**src/rtl/banked_regfile.sv**
```systemverilog
// Banked general-purpose register file for the fast-interrupt core.
// NUM_BANKS physical copies of the register set. irq_enter_i/irq_exit_i
// push and pop the active bank. Writes carry their own bank tag, so late
// writebacks land in the bank of the instruction that issued them.
// Optional feature macro: BANKED_RF_SP_SHARE_EN. When defined, x2 (sp) has a
// single physical copy that is shared by all banks.
module banked_regfile #(
    parameter int unsigned DATA_WIDTH   = 32,
    parameter int unsigned ADDR_WIDTH   = 5,
    parameter int unsigned NUM_BANKS    = 2,
    parameter int unsigned NUM_RD_PORTS = 2,
    localparam int unsigned BANK_W      = $clog2(NUM_BANKS)
) (
    input  logic                                 clk_i,
    input  logic                                 reset_i,
    input  logic [NUM_RD_PORTS*ADDR_WIDTH-1:0]   rd_addr_i,
    output logic [NUM_RD_PORTS*DATA_WIDTH-1:0]   rd_data_o,
    input  logic                                 wr_en_i,
    input  logic [ADDR_WIDTH-1:0]                wr_addr_i,
    input  logic [BANK_W-1:0]                    wr_bank_i,
    input  logic [DATA_WIDTH-1:0]                wr_data_i,
    input  logic                                 irq_enter_i,
    input  logic                                 irq_exit_i,
    output logic [BANK_W-1:0]                    cur_bank_o,
    output logic [BANK_W-1:0]                    depth_o,
    output logic                                 ovf_o,
    output logic                                 unf_o
);

    localparam int unsigned NUM_REGS = 2 ** ADDR_WIDTH;
    localparam logic [BANK_W-1:0] MAX_DEPTH = BANK_W'(NUM_BANKS - 1);

    typedef enum logic {
        IDLE   = 1'b0,
        NESTED = 1'b1
    } state_e;

    state_e              state_q, state_d;
    logic [BANK_W-1:0]   depth_q, depth_d;
    logic                ovf_q, ovf_d;
    logic                unf_q, unf_d;

    logic [DATA_WIDTH-1:0] regs [NUM_BANKS][NUM_REGS];
    logic                  wr_active;
    logic                  wr_bank_mem;

    assign wr_active = wr_en_i && (wr_addr_i != '0);

`ifdef BANKED_RF_SP_SHARE_EN
    localparam logic [ADDR_WIDTH-1:0] SP_ADDR = ADDR_WIDTH'(2);

    logic [DATA_WIDTH-1:0] sp_q;
    logic                  wr_is_sp;

    assign wr_is_sp    = wr_active && (wr_addr_i == SP_ADDR);
    assign wr_bank_mem = wr_active && !wr_is_sp;

    // Shared stack pointer: one copy, bank tag ignored
    always_ff @(posedge clk_i) begin
        if (reset_i) begin
            sp_q <= '0;
        end else if (wr_is_sp) begin
            sp_q <= wr_data_i;
        end
    end
`else
    assign wr_bank_mem = wr_active;
`endif

    // Banked storage: synchronous clear, tagged write (x0 never written)
    always_ff @(posedge clk_i) begin
        if (reset_i) begin
            for (int b = 0; b < NUM_BANKS; b++) begin
                for (int r = 0; r < NUM_REGS; r++) begin
                    regs[b][r] <= '0;
                end
            end
        end else if (wr_bank_mem) begin
            regs[wr_bank_i][wr_addr_i] <= wr_data_i;
        end
    end

    // Read ports: combinational, with bypass from the write port
    for (genvar p = 0; p < NUM_RD_PORTS; p++) begin : g_rd
        logic [ADDR_WIDTH-1:0] addr;
        logic [DATA_WIDTH-1:0] data;
        logic                  bank_match;
        logic                  hit;

        assign addr = rd_addr_i[p*ADDR_WIDTH +: ADDR_WIDTH];

        // Select bypass, shared sp, or the active bank's entry
        always_comb begin
            bank_match = (wr_bank_i == depth_q);
`ifdef BANKED_RF_SP_SHARE_EN
            if (addr == SP_ADDR) begin
                bank_match = 1'b1;
            end
`endif
            hit  = wr_active && (wr_addr_i == addr) && bank_match;
            data = regs[depth_q][addr];
`ifdef BANKED_RF_SP_SHARE_EN
            if (addr == SP_ADDR) begin
                data = sp_q;
            end
`endif
            if (addr == '0) begin
                data = '0;
            end else if (hit) begin
                data = wr_data_i;
            end
        end

        assign rd_data_o[p*DATA_WIDTH +: DATA_WIDTH] = data;
    end

    // Bank pointer state register
    always_ff @(posedge clk_i) begin
        if (reset_i) begin
            state_q <= IDLE;
            depth_q <= '0;
            ovf_q   <= 1'b0;
            unf_q   <= 1'b0;
        end else begin
            state_q <= state_d;
            depth_q <= depth_d;
            ovf_q   <= ovf_d;
            unf_q   <= unf_d;
        end
    end

    // Bank pointer next state: saturating push/pop with sticky error flags
    always_comb begin
        state_d = state_q;
        depth_d = depth_q;
        ovf_d   = ovf_q;
        unf_d   = unf_q;
        if (irq_enter_i && !irq_exit_i) begin
            if (depth_q == MAX_DEPTH) begin
                ovf_d = 1'b1;
            end else begin
                depth_d = depth_q + BANK_W'(1);
            end
        end else if (irq_exit_i && !irq_enter_i) begin
            case (state_q)
                IDLE:    unf_d   = 1'b1;
                NESTED:  depth_d = depth_q - BANK_W'(1);
                default: depth_d = depth_q;
            endcase
        end
        state_d = (depth_d == '0) ? IDLE : NESTED;
    end

    assign cur_bank_o = depth_q;
    assign depth_o    = depth_q;
    assign ovf_o      = ovf_q;
    assign unf_o      = unf_q;

endmodule

```
**config.mk**
```make
export PLATFORM = sky130hd
export DESIGN_NAME = banked_regfile
export DESIGN_NICKNAME = d
export VERILOG_FILES = /design/src/rtl/banked_regfile.sv
export SDC_FILE = /design/constraint.sdc
export NUM_CORES = 2
export LEC_CHECK = 0
export CAP_MARGIN = 20
export CORE_AREA = 2 2 482 484
export CTS_CLUSTER_DIAMETER = 30
export CTS_CLUSTER_SIZE = 30
export DETAILED_ROUTE_END_ITERATION = 16
export DIE_AREA = 0 0 484 486
export HOLD_SLACK_MARGIN = 0.06
export PLACE_DENSITY = 0.7
export SETUP_SLACK_MARGIN = 0.15
export SLEW_MARGIN = 25
export SYNTH_ARGS = -nofsm -noshare
export SYNTH_HDL_FRONTEND = slang
export SYNTH_SLANG_ARGS = --single-unit
```
**constraint.sdc**
```tcl
create_clock -name clk_i -period 4.1 [get_ports clk_i]
set_input_delay 0.41 -clock clk_i [delete_from_list [all_inputs] [get_ports clk_i]]
set_output_delay 0.41 -clock clk_i [all_outputs]
set_load 0.1 [all_outputs]
```
==> out/metrics.yaml <==
min_path:
  min-delay-path-class: "in -> reg"
critical_path:
  cpMostUsedCell: "buf_12"
  path_buf_inv: 7
  cp_max_fo: 7
  worstSetupPathType: "reg -> out"
  worstSetupStartpointType: "flop"
  required_ns: 3.69
  worst_setup_path_end_kind: "primary output"
  cpLargestDelayFamily: "multiplexers"
  worstPathArrival_ns: 4.02
  path_cells: "buf_12 > buf_16 > buf_12 > buf_12 > clkbuf_16 > mux4_2 > mux4_2 > mux2i_4 > buf_6 > o22ai_2 > a21o_1 > buf_12"
  critPathMaxStageDelay_ns: 0.54
  slowest_stage: "mux4_2"
clock_tree:
  cts_sinks: 2051
  clk_pin_slew_ns: 0.04
  clockBufferDepth: 4
  tritoncts: "done"
  cts_root_buffer: "clkbuf_16"
  cts_max_level: 5
  cts_buffers: 433
  clock_latency_ns: 0.98
logic_synthesis:
  postSynthCellCount: 5930
  ys_types: 55
  ys_warn_count: 0
  ys_ff_latch: 2051
  yosys_most_used_dff: "edfxtp_1"
  synth_area_um2: 103000
  seq_area_frac_synth: 0.597
  async_reset_ff_frac: 0
  synth_area_leaders: "edfxtp_1 60%, mux4_2 23%, and2_1 6.3%"
  synth_largest_area_cell: "edfxtp_1"
  synth_top_area_frac: 0.597
  syn_avg_cell_area_um2: 17.4
  synth_edf_count: 2048
finish:
  seq_area_um2: 61600
  fillers: 16383
  drive_above_1_share: 0.415
  area_growth_pct: 29.0
  multi_input_area_um2: 41400
  layout.nets: 6792
pwr:
  p_leak_nw: 46.0
  vdd_drop_max_v: 0.000477
  p_total_mw: 70.1
  cellPowerDensity_nw_per_um2: 528
floorplan:
  die_w_um: 484
  die_h_um: 486
  pin_count: 121
  dieArea_um2: 235000
  initial_core_util: 0.449
  num_rows: 176
  core_um2: 229000
routing:
  post_drt_wl_per_cell_um: 41.3
  drc: 0
  drt_wl_total_um: 420000
  drt_iter0_markers: 13218
  route.antenna.remaining_nets: 0
  vias: 71840
  first_pass_iters: 9
  viasPerCell: 7.07
sta:
  grt_setup_unrepaired: "yes"
  timing_hold_violations_final: 0
  max_freq_mhz: 226
  worst_pin_slew_ns: 1.19
  finalSetupTns_ns: -12.66
  setup_ws_ns: -0.329
  slew_violations: 0
  setup_viol: 63
  finalCritPeriodShare: 1.08
  min_period_ns: 4.43
  clock-skew-final_ns: 0.00560
  max_slew_margin: 0.205
grt:
  overflow: 0
  grt_max_degree: 72
  groute.usage.overall: 0.344
  grt_pass1_wl_um: 557000
  antenna_found_initial: 30
  grt_pass1_vias: 69752
run:
  drv_cap: 0
outcome:
  violations: "negative setup slack"
  outcome: "finished with violations"
placed_design:
  gp_congestion: 0.931
  dpl.hpwl_um: 241000
  io_buffers: 120
-- area by class of cell --
cell class                      count  area share
Antenna cell                       40    0.000753
Clock buffer                      481      0.0838
Clock inverter                    308      0.0249
Inverter                            5    0.000216
Multi-Input combinational cell   3362       0.311
Sequential cell                  2051       0.463
Tap cell                         3026      0.0285
Timing Repair Buffer              884      0.0874
-- worst min-delay path: stages --
cell and delay (ns):
clkdlybuf4s50_1 0.48, ha_1 0.15, a21oi_1 0.06, nor2_1 0.07
-- where the power goes --
group          internal, mW  switching, mW
Sequential             24.9          0.883
Clock                  23.0           11.8
Combinational          3.87           5.69
Total                  51.8           18.3
-- metrics by stage --
stage | cell area, um^2 | util | worst slack, ns | instances | hold slack (ns)
6_report | 133000 | 0.579 | -0.329 | 10157 | 0.233
5_1_grt | 133000 | 0.579 | -0.363 | 10118 | 0.263
4_1_cts | 129000 | 0.564 | -0.330 | 9955 | 0.184
3_5_place_dp | 112000 | 0.490 | 0.0649 | 9073 | 0.461
3_3_place_gp | 112000 | 0.490 | 0.0163 | 9071 | 0.451
2_1_floorplan | 104000 | - | -0.0146 | 5993 | 0.608
-- sequential cells by signal, indices dropped and copies added (netlist names) --
signal,count
unf_o,1
ovf_o,1
regs,2048
state_q,1
-- what timing repair did --
item / CTS / global route
endpoints found under the setup margin: 64 / 64
hold endpoints to repair: 28 / 0
pin swaps: 20 / 83
cloned: 36 / 44
hold buffers: 1 / 0
resized for setup: 216 / 261
buffers inserted: 56 / 118
-- cells by family (layout without fill, tap and decap cells) --
group | Yosys count | after routing | share of synthesized area
flip-flops | 2051 | 2051 | 0.597
multiplexers | 1455 | 1455 | 0.270
AND/OR/NAND/NOR | 1420 | 1421 | 0.0804
buffers and inverters | 581 | 1678 | 0.0252
AO/OA/AOI/OAI | 409 | 409 | 0.0263
XOR/XNOR | 11 | 11 | 0.000935
adder cells (fa/ha/maj) | 2 | 2 | 0.000243
other | 1 | 104 | 0.0000364
-- layout by cell type (no fill, tap or decap), drive strengths merged, types with 18 or more instances in the layout --
cell / netlist / layout
nor2: 95 / 95
mux2i: 396 / 396
a21o: 29 / 29
a211oi: 20 / 20
a21oi: 80 / 80
nor4: 18 / 18
clkbuf: 356 / 524
clkdlybuf4s50: 0 / 47
and2: 1031 / 1031
bufinv: 0 / 56
diode: 0 / 40
a22oi: 118 / 118
inv: 4 / 29
nor3: 26 / 26
conb: 1 / 64
mux4: 1057 / 1057
clkinv: 1 / 172
buf: 220 / 791
o21ai: 55 / 55
or2: 34 / 34
clkinvlp: 0 / 56
edfxtp: 2048 / 2048
nand3: 46 / 46
nand2: 122 / 122
o22ai: 48 / 48
-- cells in the mapped netlist (7+ instances only) --
cell         n
a21o_1      29
a221oi_1    11
a21oi_1     80
buf_4       40
edfxtp_1  2048
buf_2      123
o22ai_1     48
nand2_1    122
nor3_1      26
buf_1       42
a211oi_1    20
a31oi_1     11
or2_2       34
mux4_2    1057
clkbuf_1   356
nor2b_1      7
o211ai_1    13
nor4_1      17
nand2b_1     9
and2_1    1031
o21ai_0     54
buf_6       15
a22oi_1    118
mux2i_1    396
nor2_1      95
nand3_1     46
-- metal layers --
metal | global-route usage | share of wire
met5 | 0.000816 | 0.00020
met2 | 0.516 | 0.44
met3 | 0.108 | 0.15
met4 | 0.270 | 0.098
met1 | 0.413 | 0.31
-- path summary, 6_finish.rpt --
kind	from	endpoint	slack, ns	depth (start not counted)
worst max-delay path	state_q	rd_data_o[47]	-0.33	12
worst min-delay path	irq_exit_i	unf_o	0.23	4
worst max register to register	state_q	state_q	2.67	5
worst min register to register	unf_o	unf_o	0.47	2
Power figures use the tool's default switching activity.
